## src/rtl/remote_key_queue_if.sv

```systemverilog
// remote_key_queue_if: key event handshake between the key queue and the game FSM
// Signals:
//   key_valid  head entry presented (queue non-empty)
//   key_color  head colour, 0 green, 1 red, 2 yellow, 3 blue
//   key_start  head entry is START
//   key_ready  game FSM accepts the head entry
// Modports: master = queue side, slave = game FSM side.
interface remote_key_queue_if;
    logic       key_valid;
    logic [1:0] key_color;
    logic       key_start;
    logic       key_ready;
    modport master (output key_valid, key_color, key_start, input key_ready);
    modport slave  (input key_valid, key_color, key_start, output key_ready);
endinterface

```

## src/rtl/remote_key_queue.sv

```systemverilog
// remote_key_queue: turns IR decoder frames into clean key events queued for the game FSM
// Ports:
//   clk           system clock, posedge
//   rst           asynchronous active-high reset
//   i_rdy_in      decoder frame-ready level; rising edge marks a frame
//   i_buttons_in  decoder 3-bit code, stable while i_rdy_in is high
//   key_if        key handshake (master side): valid/colour/start out, ready in
//   o_fifo_full   occupancy equals DEPTH
//   o_overflow    sticky, set when an accepted event is lost to a full FIFO
// Parameters: DEPTH (power of 2, >= 2), HOLDOFF (repeat window in cycles, >= 1).
// Build option: define KEY_HOLDOFF_EN to suppress repeats of the same code
// within HOLDOFF cycles; without it every valid-code event is queued.
module remote_key_queue #(
    parameter int DEPTH   = 4,
    parameter int HOLDOFF = 25_000_000
) (
    input  logic                  clk,
    input  logic                  rst,
    input  logic                  i_rdy_in,
    input  logic [2:0]            i_buttons_in,
    remote_key_queue_if.master    key_if,
    output logic                  o_fifo_full,
    output logic                  o_overflow
);
    localparam int AW = $clog2(DEPTH);
    localparam logic [AW:0] L_FULL = (AW+1)'(DEPTH);

    if (DEPTH < 2 || (DEPTH & (DEPTH - 1)) != 0) begin : g_bad_depth
        $error("DEPTH must be a power of 2 and at least 2");
    end
    if (HOLDOFF < 1) begin : g_bad_holdoff
        $error("HOLDOFF must be at least 1");
    end

    logic          r_rdy_q;
    logic [2:0]    r_mem [DEPTH];
    logic [AW-1:0] r_wr_ptr;
    logic [AW-1:0] r_rd_ptr;
    logic [AW:0]   r_count;
    logic          w_event;
    logic          w_code_ok;
    logic [2:0]    w_entry;
    logic          w_cand;
    logic          w_pop;
    logic          w_push;
    logic [2:0]    w_head;

    assign w_event = i_rdy_in & ~r_rdy_q;

    // Entry is {start, colour}; unmatched codes (including X/Z) fall to default and are dropped.
    always_comb begin
        w_code_ok = 1'b1;
        w_entry   = 3'b000;
        case (i_buttons_in)
            3'b001:  w_entry = 3'b000;
            3'b010:  w_entry = 3'b001;
            3'b011:  w_entry = 3'b010;
            3'b110:  w_entry = 3'b011;
            3'b100:  w_entry = 3'b100;
            default: w_code_ok = 1'b0;
        endcase
    end

`ifdef KEY_HOLDOFF_EN
    localparam int HW = $clog2(HOLDOFF + 1);
    logic [2:0]    r_last_code;
    logic [HW-1:0] r_hold_cnt;

    // Only a repeat of the most recent code inside the window is suppressed;
    // a suppressed repeat leaves the window running rather than extending it.
    assign w_cand = w_event & w_code_ok & ~((i_buttons_in == r_last_code) && (r_hold_cnt != '0));

    always_ff @(posedge clk or posedge rst) begin
        if (rst) begin
            r_last_code <= 3'b000;
            r_hold_cnt  <= '0;
        end else if (w_cand) begin
            r_last_code <= i_buttons_in;
            r_hold_cnt  <= HW'(HOLDOFF);
        end else if (r_hold_cnt != '0) begin
            r_hold_cnt  <= r_hold_cnt - 1'b1;
        end
    end
`else
    assign w_cand = w_event & w_code_ok;
`endif

    assign w_pop  = key_if.key_valid & key_if.key_ready;
    // A pop in the same cycle frees the slot, so a full FIFO still accepts.
    assign w_push = w_cand & ((r_count != L_FULL) | w_pop);

    always_ff @(posedge clk or posedge rst) begin
        if (rst) begin
            r_rdy_q    <= 1'b1;
            r_wr_ptr   <= '0;
            r_rd_ptr   <= '0;
            r_count    <= '0;
            o_overflow <= 1'b0;
        end else begin
            r_rdy_q <= i_rdy_in;
            if (w_push) r_wr_ptr <= r_wr_ptr + 1'b1;
            if (w_pop) r_rd_ptr <= r_rd_ptr + 1'b1;
            if (w_push & ~w_pop) r_count <= r_count + 1'b1;
            else if (w_pop & ~w_push) r_count <= r_count - 1'b1;
            if (w_cand & ~w_push) o_overflow <= 1'b1;
        end
    end

    // Storage needs no reset: the count alone decides what is visible.
    always_ff @(posedge clk) begin
        if (w_push) r_mem[r_wr_ptr] <= w_entry;
    end

    assign w_head            = r_mem[r_rd_ptr];
    assign key_if.key_valid  = (r_count != '0);
    assign key_if.key_start  = key_if.key_valid & w_head[2];
    assign key_if.key_color  = (key_if.key_valid & ~w_head[2]) ? w_head[1:0] : 2'b00;
    assign o_fifo_full       = (r_count == L_FULL);
endmodule

```

## src/flat_wrapper.sv

```systemverilog
// flat-port wrapper written by rule: the top's interface ports become plain ports
module remote_key_queue_flat 
#(
    parameter int DEPTH   = 4,
    parameter int HOLDOFF = 25_000_000
)
  (clk, rst, i_rdy_in, i_buttons_in, o_fifo_full, o_overflow, key_if_key_valid, key_if_key_color, key_if_key_start, key_if_key_ready);
  remote_key_queue_if key_if_i ();
  input  logic clk;
  input  logic rst;
  input  logic i_rdy_in;
  input  logic [2:0] i_buttons_in;
  output logic o_fifo_full;
  output logic o_overflow;
  output wire logic [$bits(key_if_i.key_valid)-1:0] key_if_key_valid;
  output wire logic [$bits(key_if_i.key_color)-1:0] key_if_key_color;
  output wire logic [$bits(key_if_i.key_start)-1:0] key_if_key_start;
  input wire logic [$bits(key_if_i.key_ready)-1:0] key_if_key_ready;
  assign key_if_key_valid = key_if_i.key_valid;
  assign key_if_key_color = key_if_i.key_color;
  assign key_if_key_start = key_if_i.key_start;
  assign key_if_i.key_ready = key_if_key_ready;
  remote_key_queue #(.DEPTH(DEPTH), .HOLDOFF(HOLDOFF)) u_core (.clk(clk), .rst(rst), .i_rdy_in(i_rdy_in), .i_buttons_in(i_buttons_in), .key_if(key_if_i), .o_fifo_full(o_fifo_full), .o_overflow(o_overflow));
endmodule
```

## config.mk

```make
export PLATFORM = sky130hd
export DESIGN_NAME = remote_key_queue_flat
export DESIGN_NICKNAME = d
export VERILOG_FILES = /design/src/rtl/remote_key_queue_if.sv /design/src/rtl/remote_key_queue.sv /design/src/flat_wrapper.sv
export SDC_FILE = /design/constraint.sdc
export NUM_CORES = 1
export LEC_CHECK = 0
export CORE_MARGIN = 4
export CORE_UTILIZATION = 53
export DETAILED_ROUTE_END_ITERATION = 12
export HOLD_SLACK_MARGIN = 0.08
export PLACE_DENSITY = 0.74
export SYNTH_ARGS = -nofsm -noshare
export SYNTH_HDL_FRONTEND = slang
export SYNTH_SLANG_ARGS = --single-unit
```

## constraint.sdc

```tcl
create_clock -name clk -period 2.5 [get_ports clk]
set_clock_uncertainty 0.15 [all_clocks]
set_input_delay 0.5 -clock clk [delete_from_list [all_inputs] [get_ports clk]]
set_output_delay 0.5 -clock clk [all_outputs]
set_load 0.02 [all_outputs]
```

==> results of run 1 <==
[critical path, stage by stage]
cell	delay [ns]
clkdlybuf4s50_1	0.50
nor4b_2	0.06
buf_4	0.15
a2111oi_4	0.21
ha_1	0.22
inv_1	0.06
fa_1	0.37
xor2_1	0.15
nor2_1	0.11
xor2_1	0.15
[flip-flops by register name, indices dropped and copies added, names as in the netlist]
name,count
u_core.r_count,3
u_core.r_wr_ptr,2
u_core.r_mem,12
u_core.r_rd_ptr,2
u_core.r_rdy_q,1
u_core.o_overflow,1
[Yosys cell counts, types with 2 or more instances]
| master | instances |
|---|---|
| and2_1 | 2 |
| and2_2 | 4 |
| dfrtp_1 | 8 |
| edfxtp_1 | 12 |
| ha_1 | 5 |
| inv_1 | 5 |
| mux4_2 | 3 |
| nor2b_1 | 2 |
| nor3b_1 | 2 |
| xnor2_1 | 4 |
| xor2_1 | 3 |
[layout make-up]
cell class,count,area (sq um),share of cell area
Clock inverter,1,5.00,0.00393
Inverter,5,18.8,0.0147
Timing Repair Buffer,23,196,0.154
Tap cell,25,31.3,0.0245
Sequential cell,21,587,0.460
Clock buffer,3,22.5,0.0177
Multi-Input combinational cell,40,414,0.325
[worst max-delay path by stage]
| stage | cells past startpoint | to | slack (ns) |
|---|---|---|---|
| after floorplan | 6 | u_core.r_count[1]$_DFFE_PP0P_ | 0.13 |
| after global placement | 9 | u_core.r_count[2]$_DFFE_PP0P_ | -0.26 |
| after detailed placement | 9 | u_core.r_count[2]$_DFFE_PP0P_ | -0.30 |
| after CTS | 9 | u_core.r_count[2]$_DFFE_PP0P_ | 0.005 |
| after global routing | 4 | key_if_key_color[0] | 0.007 |
| final | 10 | u_core.r_count[2]$_DFFE_PP0P_ | 0.11 |
[cells by family (layout without fill, tap and decap cells)]
family,Yosys count,count (layout)
AOI/OAI and AO/OA,3,3
xor gates and xnor gates,7,7
adders and majority gates,6,6
buffers and inverters,6,32
DFF,21,21
muxes,5,5
and+or+nand+nor,19,19
[routing by layer]
metal,global-route usage,vias to the layer above,wire [microns],share of wire
met5,0,-,0,0
met4,0.0524,0,13,0.0086
met3,0.0258,2,69,0.046
met2,0.218,20,734,0.49
met1,0.201,295,687,0.46
li1,-,288,-,-
[where the power goes]
part           switching (W)  internal [W]  total [W]
logic               0.000230      0.000285   0.000515
clock network      0.0000941     0.0000594   0.000154
registers          0.0000833      0.000453   0.000536
[per-stage QoR]
step / utilization / TNS [ns]
2_1_floorplan: - / 0
3_5_place_dp: 0.707 / -0.581
4_1_cts: 0.723 / 0
6_report: 0.723 / 0
3_3_place_gp: 0.707 / -0.494
5_1_grt: 0.723 / 0
[repair_timing]
item	in CTS	in global routing
setup endpoints to repair	3	4
gates cloned	0	0
resized for setup	7	6
[placed cells by master, fill, tap and decap left out, drive strengths merged, types with 4 or more instances in the layout]
cell,instances
xnor2,4
buf,13
dfrtp,8
and2,6
ha,5
edfxtp,12
clkdlybuf4s50,8
inv,5
==> flow_summary.toml, run 1 <==
[drt]
viasPerCell = 5.13
vias = 605
firstDrtPassIters = 4
drtAntennaViolNets = 0
routed_wirelength_microns = 1510
drt_iter0_drc = 11
drc = 0
avgRoutedWirePerCell_microns = 12.8

[place]
hpwlAfterDp_microns = 1220
gp_congestion = 0.692
port_buffers = 12
dp.cells = 114
dpl-instance-area_sq_um = 1250
place_ws_ns = -0.299

[logic_synthesis]
synth-edff-count = 12
synth_cell_types = 28
synth_compound_area_frac = 0.0418
synth_top_area_cell = "edfxtp_1"
synth_top_family_by_area = "simple AND/OR/NAND/NOR gates"
yosys.area_share.simple = 0.125
ys_async_sr_fraction = 0.429
synth-seq-cells = 21
synth_area_leaders = "edfxtp_1 35%, dfrtp_1 20%, mux4_2 6.6%, ha_1 6.2%, xnor2_1 3.4%"
synth_top_area_frac = 0.354
synth_nets = 80
yosys_warnings = 0
muxShareOfSynthArea = 0.0923
synth_area_per_cell_sq_um = 15.2
synth_cells = 67
synth_fa_ha_area_frac = 0.0812
synth_xor_area_frac = 0.0603
syn_area_sq_um = 1020
synth_seq_area_share = 0.577
synth_ff_type = "edfxtp_1"

[critical_path]
setup.worst_path.start = "key_if_key_ready"
crit_required_ns = 2.58
r2r_cells = 9
rrSetupSlack_ns = 0.27
r2r_start = "u_core.r_count[2]$_DFFE_PP0P_"
critPathKind = "primary input to flip-flop"
worst_setup_path_start_kind = "primary input"
rr_endpoint = "u_core.r_count[2]$_DFFE_PP0P_"
crit_fanout = 2
cp.arrival_ns = 2.47
critPathCaptureType = "flip-flop"

[clock_tree]
cts_tree = "yes"
clock-sinks = 21
cts_hold_repair.buffers = 0
cts.htree.levels = 1
clk_pin_slew_ns = 0.11
cts_setup_buffers = 0
clkLatencyLatePin_ns = 0.29
clockRootBuffer = "clkbuf_4"
cts_made_buffers = 3
clockBufferDepth = 2

[die]
io_pins = 13
initial_core_util = 0.577
die_height_microns = 51.8
num_rows = 15
core_sq_um = 1760
die_w_microns = 51.8
dieArea_sq_um = 2680

[grt]
track_usage = 0.142
overflow = 0
grt_antenna_before_repair = 0
grt_pass1_vias = 576
grt_max_degree = 13
grt_pass1_wl_microns = 2720

[timing]
period_share = 0.957
holdWs_ns = 0.305
fin_crit_ns = 2.39
worst_slack_ns = 0.106
maxSlewViolCount = 0
setup_viol = 0
rsz0062_at_grt = "false"
maxSlewHeadroom = 0.718
worst_pin_slew_ns = 0.422
hold_violations = 0
max_freq_mhz = 418

[cells_and_area]
diodes = 0
syn_to_final_growth_pct = 25.3
layout-drive-gt1-share = 0.333
fill_cells = 133
layout.cells.non_filler = 118
finalInstanceArea_sq_um = 1270
nets = 107

[power]
p_per_area_nw_per_um2 = 944
p_total_w = 0.00120
p_leak_nw = 0.526
ir_worst_vdd_mv = 0.568

[run_status]
status = "completed"

[flow_run]
drv_cap = 0

[min_path]
hold_path.class = "primary input to async pin"
Note: power is estimated with default switching activity, not from simulation.
==> run 2: changes to the inputs <==
--- a/config.mk
+++ b/config.mk
@@ -5,6 +5,7 @@
 export SDC_FILE = /design/constraint.sdc
 export NUM_CORES = 1
 export LEC_CHECK = 0
+export CAP_MARGIN = 20
 export CORE_MARGIN = 4
 export CORE_UTILIZATION = 53
 export DETAILED_ROUTE_END_ITERATION = 12
==> constraint.sdc (replaced) <==
create_clock -name clk -period 2.5 [get_ports clk]
set_clock_uncertainty 0.15 [all_clocks]
set_input_delay 0.5 -clock clk [delete_from_list [all_inputs] [get_ports clk]]
set_output_delay 0.5 -clock clk [all_outputs]
set_load 0.05 [all_outputs]
==> flow_summary.toml, run 2 (synthesis gave the netlist of run 1 again) <==
[die]
die_height_microns = 51.8
initial_core_util = 0.577
dieArea_sq_um = 2680
io_pins = 13
die_w_microns = 51.8
core_sq_um = 1760
num_rows = 15

[clock_tree]
cts_hold_repair.buffers = 0
cts_tree = "yes"
clkLatencyLatePin_ns = 0.30
clockRootBuffer = "clkbuf_4"
clock-sinks = 21
cts_setup_buffers = 0
cts_made_buffers = 3
clockBufferDepth = 2
clk_pin_slew_ns = 0.11
cts.htree.levels = 1

[timing]
rsz0062_at_grt = "true"
fin_crit_ns = 2.45
setup_viol = 0
max_freq_mhz = 408
period_share = 0.981
worst_pin_slew_ns = 0.508
hold_violations = 0
maxSlewHeadroom = 0.660
maxSlewViolCount = 0
worst_slack_ns = 0.0478

[power]
p_leak_nw = 0.540
p_per_area_nw_per_um2 = 1070
ir_worst_vdd_mv = 0.788

[place]
dpl-instance-area_sq_um = 1260
place_ws_ns = -0.312
gp_congestion = 0.705
hpwlAfterDp_microns = 1280
port_buffers = 12

[cells_and_area]
regArea_sq_um = 587
finalInstanceArea_sq_um = 1300
multi_input_area_sq_um = 417
layout-drive-gt1-share = 0.344
nets = 107
largest-register = "u_core.r_mem"
fill_cells = 137
reg_top3 = "u_core.r_mem: 12 flops, u_core.r_count: 3 flops"
diodes = 0
syn_to_final_growth_pct = 27.9
layout_common_cells = "12 x buf_4, 12 x edfxtp_1, 8 x dfrtp_1, 5 x inv_1"
largest_reg_flops = 12

[grt]
grt_max_degree = 12
grt_pass1_wl_microns = 2790
grt_pass1_vias = 603
overflow = 0
track_usage = 0.150
grt_antenna_before_repair = 0

[critical_path]
critPathCaptureType = "output pin"
crit_required_ns = 1.85
setup.worst_path.start = "u_core.r_rd_ptr[0]$_DFFE_PP0P_"
cp_cell_sequence = "mux4_2, or2_0, nor2b_1, buf_12"
r2r_start = "u_core.r_count[2]$_DFFE_PP0P_"
crit_slowest_cell = "mux4_2"
crit_fanout = 2
critPathKind = "flip-flop to output pin"
slowest_delay_ns = 0.51
cp.arrival_ns = 1.80
worst_setup_path_start_kind = "flip-flop"

[flow_run]
drv_cap = 0

[drt]
avgRoutedWirePerCell_microns = 13.5
drc = 0
firstDrtPassIters = 4
drt_iter0_drc = 5
vias = 573
drtAntennaViolNets = 0
viasPerCell = 4.86
routed_wirelength_microns = 1590

[min_path]
hold_path.class = "primary input to async pin"

[run_status]
status = "completed"
run 2: cell types whose count changed in the layout (fill, tap and decap cells not counted), sizes merged:
cell / before / now
clkinv: 1 / 0
clkdlybuf4s50: 8 / 4
buf: 13 / 14
dlymetal6s2s: 1 / 2
clkbuf: 3 / 4
dlygate4sd2: 1 / 3
run 2: cell type report:
cell class	instances	share of cell area
inverters	5	0.0144
well taps	25	0.0240
flip-flops and latches	21	0.451
multi-input cells	40	0.320
clock buffers	4	0.0202
repair buffers	23	0.170
run 2: report_power, final:
| part | internal (W) | total (W) | switching, W | leakage, nW |
|---|---|---|---|---|
| registers | 0.000452 | 0.000538 | 0.0000854 | 0.215 |
| clock network | 0.0000620 | 0.000156 | 0.0000942 | 0.0150 |
| logic | 0.000332 | 0.000697 | 0.000365 | 0.310 |
run 2: metrics by stage:
step | utilization | instances | hold slack [ns] | power (W) | TNS (ns)
after floorplan | - | 67 | 0.177 | 0.000993 | -0.336
after global placement | 0.717 | 114 | 0.297 | 0.00123 | -0.483
after detailed placement | 0.717 | 114 | 0.302 | 0.00125 | -0.597
after CTS | 0.730 | 118 | 0.318 | 0.00140 | 0
after global routing | 0.738 | 118 | 0.333 | 0.00149 | -0.0951
final | 0.738 | 118 | 0.311 | 0.00139 | 0
run 2: path summary, 6_finish.rpt:
path,end,slack [ns],cells past startpoint
worst min-delay path,u_core.o_overflow$_DFFE_PP0P_,0.31,2
worst min register to register,u_core.o_overflow$_DFFE_PP0P_,0.32,1
max in group asynchronous,u_core.r_rdy_q$_DFF_PP1_,1.58,2
worst max-delay path,key_if_key_color[0],0.05,4
min in group clk,u_core.o_overflow$_DFFE_PP0P_,0.32,1
worst max register to register,u_core.r_count[2]$_DFFE_PP0P_,0.15,9
run 2: what timing repair did:
action	4_1_cts	5_1_grt
gates cloned	0	0
hold endpoints to repair	0	0
setup endpoints to repair	3	4
pin swaps	0	2
resized for setup	3	4
run 2: worst max-delay path: cells and delay by family, from the launching register on:
kind          cells  cell delay, ns
mux               1            0.51
flops             1            0.39
simple gates      2            0.45
buf+inv           1            0.17
run 2: routing by layer:
| layer | GRT usage | wire length [microns] | vias to the layer above |
|---|---|---|---|
| li1 | - | - | 290 |
| met1 | 0.181 | 690 | 267 |
| met2 | 0.250 | 814 | 14 |
| met3 | 0.0401 | 73 | 2 |
| met4 | 0.0655 | 16 | 0 |
| met5 | 0 | 0 | - |
